**src/rtl/mux8_rr_arbiter.sv**
```systemverilog
// mux8_rr_arbiter: eight packet requesters share one output channel.
// A requester owns the channel from its grant until its last beat has
// transferred. A 3-bit rotating pointer records where the next
// arbitration scan starts, so all requesters are served fairly.
// Each packet pays a one-cycle IDLE bubble while the next owner is chosen.
module mux8_rr_arbiter #(
  parameter int WIDTH = 1
) (
  input  logic               clk,
  input  logic               rst,
  input  logic [7:0]         in_valid,
  input  logic [7:0]         in_last,
  input  logic [8*WIDTH-1:0] in_data,
  output logic [7:0]         in_ready,
  output logic               out_valid,
  input  logic               out_ready,
  output logic [WIDTH-1:0]   out_data,
  output logic               out_last,
  output logic [2:0]         sel,
  output logic               busy
);

  typedef enum logic {
    IDLE = 1'b0,
    BUSY = 1'b1
  } state_t;

  state_t     state;
  state_t     next_state;
  logic [2:0] ptr;
  logic [2:0] next_ptr;
  logic [2:0] next_sel;
  logic [2:0] pick_idx;
  logic [2:0] cand;

  assign busy = (state == BUSY);

  // The mux always follows sel, so data and last keep being driven in IDLE
  // and out_valid alone says whether the channel carries a beat.
  assign out_data  = in_data[sel*WIDTH +: WIDTH];
  assign out_last  = in_last[sel];
  assign out_valid = busy & in_valid[sel];

  // Only the owner sees out_ready, and never while IDLE; ready ignores in_valid.
  always_comb begin
    in_ready = '0;
    if (busy) begin
      in_ready[sel] = out_ready;
    end
  end

  // Round-robin scan from ptr upward; the loop runs from the farthest offset
  // down so the closest requesting index is the one left in pick_idx.
  always_comb begin
    pick_idx = ptr;
    cand     = ptr;
    for (int k = 7; k >= 0; k--) begin
      cand = ptr + 3'(k);
      if (in_valid[cand]) begin
        pick_idx = cand;
      end
    end
  end

  // Next-state logic: grant in IDLE, release after a transferred last beat.
  always_comb begin
    next_state = state;
    next_sel   = sel;
    next_ptr   = ptr;
    case (state)
      IDLE: begin
        if (|in_valid) begin
          next_state = BUSY;
          next_sel   = pick_idx;
        end
      end
      BUSY: begin
        if (out_valid && out_ready && out_last) begin
          next_state = IDLE;
          next_ptr   = sel + 3'd1;
        end
      end
      default: begin
        next_state = IDLE;
      end
    endcase
  end

  // State, owner and scan-pointer registers; reset abandons any packet in flight.
  always_ff @(posedge clk or posedge rst) begin
    if (rst) begin
      state <= IDLE;
      sel   <= 3'd0;
      ptr   <= 3'd0;
    end else begin
      state <= next_state;
      sel   <= next_sel;
      ptr   <= next_ptr;
    end
  end

endmodule

```
**config.mk**
```make
export PLATFORM = sky130hd
export DESIGN_NAME = mux8_rr_arbiter
export DESIGN_NICKNAME = d
export VERILOG_FILES = /design/src/rtl/mux8_rr_arbiter.sv
export SDC_FILE = /design/constraint.sdc
export NUM_CORES = 1
export LEC_CHECK = 0
export CAP_MARGIN = 10
export CORE_ASPECT_RATIO = 0.5
export CORE_MARGIN = 5
export CORE_UTILIZATION = 48
export CTS_BUF_LIST = sky130_fd_sc_hd__clkbuf_16
export DETAILED_ROUTE_END_ITERATION = 10
export PLACE_DENSITY = 0.92
export SYNTH_ARGS = -nofsm -noshare
export SYNTH_HDL_FRONTEND = slang
export SYNTH_SLANG_ARGS = --single-unit
```
**constraint.sdc**
```tcl
create_clock -name clk -period 3.19 [get_ports clk]
set_input_delay 0.4785 -clock clk [delete_from_list [all_inputs] [get_ports clk]]
set_output_delay 0.4785 -clock clk [all_outputs]
set_load 0.02 [all_outputs]
```
; ---- Word level (Yosys, flattened, before mapping)
; Cells that the tools add are included.
[totals]
regBits = 7
input_bits = 27
word_cells = 65
[op_classes]
addsub = 8
order_cmp = 10
shift = 1
n_mux = 34
n_bitwise = 3
n_reduce_logical = 6
[ops]
columns = cell, n
row1 = "3-bit by 4-bit < comparator with 1-bit output, second input constant", 9
row2 = 1-bit binary-select mux with 3-bit select, 10
row3 = 3-bit two-way mux, 8
row4 = 1-bit two-way mux, 13
row5 = "3-bit adder, second input constant", 4
row6 = 8-bit AND, 1
row7 = 8-bit two-way mux, 1
row8 = 8-bit OR reduction, 1
row9 = 8-bit by 4-bit indexed part select with 1-bit output, 1
row10 = "3-bit by 1-bit adder with 3-bit output, second input constant", 2
row11 = "3-bit by 2-bit adder with 3-bit output, second input constant", 2
row12 = 2-bit AND reduction, 2
row13 = 1-bit demux with 3-bit select, 1
row14 = "3-bit by 1-bit greater-or-equal comparator with 1-bit output, second input constant", 1
row15 = 1-bit logical AND, 3
row16 = 1-bit case mux with 2 select lines, 1
row17 = 1-bit AND, 1
row18 = 1-bit inverter, 1

; ---- Depth between registers and ports, before layout
[logic_depth]
word_depth = 11
ltp_mapped = 10

; ---- Worst setup path after synthesis
; OpenSTA, ideal clock, no wires.
[synth_timing]
path_kind = flip-flop to flip-flop
start = reg ptr[1]
end = reg sel[0]
t_arrival_ns = 2.491
required_time_ns = 3.059
setup_slack_ns = 0.568
stages_incl_launch_ff = 11
n_path_buf = 2
period_less_slack_ns = 2.622
path_cell_list = dfrtp_1 -> buf_2 -> inv_1 -> ha_1 -> buf_6 -> mux4_2 -> mux2i_4 -> o21ai_1 -> a21o_1 -> and3_1 -> or3_1
[synth_between]
elab_chain_len = 11
elab_cells_between_ends = 31
classes_between = add/sub (7) / mux (24)
[synth_lines]
columns = element, line
row1 = start: declaration, 30  ; logic [2:0] ptr;
row2 = start signal: assignment, 98  ; ptr <= next_ptr;
row3 = 3-bit adder, 58  ; cand = ptr + 3'(k);
row4 = 1-bit binary-select mux with 3-bit select, 59  ; if (in_valid[cand]) begin
row5 = 1-bit two-way mux (implied by the code), 59
row6 = 3-bit two-way mux (7 in series), 59
row7 = 3-bit two-way mux (*), 59
row8 = end signal: assignment, 97  ; sel <= next_sel;
row9 = end: declaration, 19  ; output logic [2:0] sel,
; Every way passes the cells marked *; elsewhere a longest branch is shown, timed or not. The select of a mux whose other input is x is not followed.
; A chain may end at the register's enable or synchronous reset.

; ---- Worst setup path after layout
[layout_timing]
start = reg sel[0]
end = out out_last
[layout_between]
elab_chain_len = 2
[layout_lines]
columns = element, line
row1 = 1-bit binary-select mux with 3-bit select, 41  ; assign out_last = in_last[sel];
row2 = 1-bit two-way mux (implied by the code), 41
row3 = end: declaration, 18  ; output logic out_last,
; No other way between the ends. The select of a mux whose other input is x is not followed.

==> results.cfg <==
[timing]
period_share_pct = 91.9
min_period_ns = 2.93
finalMaxSlewViolations = 0
fin_ws_ns = 0.258
hold_viol_final = 0
fin_skew_ns = 0.00273
tns_ns = 0
max-slew-margin-rel_pct = 50.6
worstMarginPinSlew_ns = 0.741
finalSetupViolCount = 0
rsz0062_at_grt = false
fmax_ghz = 0.341

[place]
hpwlAfterDp_mm = 3.49
place_ws_ns = 0.299
io_buffers = 41
gp_congestion = 0.965
placed_cell_area_sq_um = 1950

[critical_path]
crit_arrival_ns = 2.45
worst_setup_path_end_kind = output pin
path_class = register to output pin
crit_fanout = 14
r2r_cells = 8
path_buf_inv = 1
cp_cell_sequence = mux2_2 > a22oi_1 > o22a_1 > o21ai_0 > clkdlybuf4s50_1
cp_top_family = flip-flops
reg2reg_to = sel[2]
r2r_slack_ns = 0.45
worst_ep_required_time_ns = 2.71
r2r_start = ptr[0]
cp-start-kind = register
cpPeakStageDelay_ns = 0.65
critPathSlowestCell = dfrtp_1

[global_routing]
grt_overflow = 0
grt_use_total_pct = 21.6
antenna_found_initial = 0
grt_pass1_wl_mm = 7.42
grt_pass1_vias = 1578
grt_max_degree = 20

[job]
maxCapViolations = 0

[die]
die_x_microns = 88.1
die_area_sq_um = 4320
fp-row-count = 14
ioPinCount = 42
core_sq_um = 2960
initial_core_util_pct = 49.5
die_y_microns = 49.1

[yosys]
ys_seq_area_share_pct = 12.0
syn-cell-area_sq_um = 1470
synth_warnings = 0
synth_edf_count = 0
ys.flop_type = dfrtp_1
synth.distinct_cells = 47
syn_avg_cell_area_sq_um = 9.21
netlist_instances = 159
async_flop_share_pct = 100
ys_ff_latch = 7
synth_nets = 189

[route]
drt_wl_total_mm = 4.45
drtIter0Drc = 133
first_pass_iters = 4
ant_nets = 0
via_count = 1529
post_drt_wl_per_cell_microns = 18.1
drc_errors = 0
vias_per_cell = 6.24

[clock_network]
cts_tree = yes
cts_hold_buf = 0
numCtsBuffers = 3
htree_levels = 1
clockBufferDepth = 2
postCtsSetupBuffers = 0
clk_pin_slew_ns = 0.04
cts_root_buf = clkbuf_16
cts_resized = 0
numClockSinks = 7
clock_latency_ns = 0.23

[pwr]
peakVddDrop_v = 0.000601
sw_frac_of_total_pct = 47.5
p_comb_share_pct = 79.5
p_int_mw = 1.15
clkPwrFrac_pct = 9.4
p_total_mw = 2.19
switching_power_mw = 1.04
p_seq_share_pct = 11.1
power_density_nw_per_um2 = 1080
p_leak_nw = 0.814

[layout]
drive_above_1_share_pct = 21.0
final_nets = 236
antenna_cells = 0
design_area_sq_um = 2030
fill_cells = 221
syn_to_final_growth_pct = 38.5

[worst_hold_path]
min_path_type = input port to async pin

[outcome]
status = finished clean
routing by layer:
| metal | track usage (%) | wire (microns) | vias up |
|---|---|---|---|
| met2 | 38.5 | 2140 | 87 |
| met3 | 4.72 | 426 | 10 |
| met4 | 5.78 | 69 | 0 |
| li1 | - | - | 719 |
| met1 | 26.3 | 1810 | 713 |
| met5 | 0 | 0 | - |
Yosys cell counts (all sizes together) (2+ instances only):
library cell   n  share of area, %
mux2i         16                12
nor2          15               3.8
mux4          14                22
mux2          13                10
nand2         11               2.8
o21ai          9               3.1
a21oi          8               2.7
buf            7               3.4
dfrtp          7                12
inv            5               1.3
and2           4               1.7
clkbuf         4               1.0
nand2b         4               1.7
nor3           4               1.4
nor4           4               2.1
a21o           3               1.5
a22oi          3               1.5
ha             3               2.6
a32oi          2               1.2
o22a           2               1.2
xor2           2               1.2
cells by family (layout without fill, tap and decap cells):
group	after synthesis	in the layout	synth area share, %
AOI/OAI and AO/OA	36	36	16.3
xor gates and xnor gates	3	3	1.79
adders and majority gates	3	3	2.56
buffers and inverters	16	62	5.72
DFF	7	7	12.0
muxes	43	43	43.8
and+or+nand+nor	51	51	17.8
power by group through the flow:
stage / Clock [mW] / Combinational (mW) / Sequential (mW)
2_1_floorplan: 0 / 1.33 / 0.202
3_3_place_gp: 0 / 1.63 / 0.236
3_5_place_dp: 0 / 1.71 / 0.244
4_1_cts: 0.210 / 1.73 / 0.241
5_1_grt: 0.217 / 1.88 / 0.256
6_report: 0.206 / 1.74 / 0.243
flip-flops by register name (all words and copies together), names as in the netlist:
name	cells
busy	1
ptr	3
sel	3
placed cells by master (no fill, tap or decap), drive strengths merged, types with 2 or more instances in the layout:
master	synthesis	final
mux2i	16	16
o22a	2	2
a21o	3	3
clkdlybuf4s50	0	41
nand2	11	11
and2	4	4
mux4	14	14
mux2	13	13
o21ai	9	9
dfrtp	7	7
nor4	4	4
nor3	4	4
ha	3	3
a32oi	2	2
xor2	2	2
buf	7	12
clkbuf	4	3
inv	5	6
a21oi	8	8
nor2	15	15
a22oi	3	3
nand2b	4	4
worst max-delay path by stage:
stage	start	endpoint	slack, ns	cells past startpoint
after floorplan	ptr[1]	sel[0]	0.57	10
after detailed placement	in_valid[3]	out_valid	0.30	5
final	sel[0]	out_last	0.26	5
after CTS	sel[0]	out_last	0.25	5
after global routing	ptr[0]	sel[2]	0.15	8
after global placement	in_valid[3]	out_valid	0.38	5
through the flow:
step                cells  hold WS, ns  utilization [%]
floorplan             159        0.282                -
global placement      241        0.594             65.9
detailed placement    241        0.610             65.9
CTS                   245        0.484             68.6
global route          245        0.518             68.6
finish                245        0.480             68.6
cell type report:
type,count,area [sq um],share of cell area (%)
clock buffers,3,75.1,3.70
clock inverters,1,3.75,0.185
inverters,5,18.8,0.925
multi-input cells,136,1210,59.4
flip-flops and latches,7,175,8.63
well taps,40,50.0,2.47
repair buffers,53,500,24.7
No activity file was read; power rests on OpenSTA's default activity.
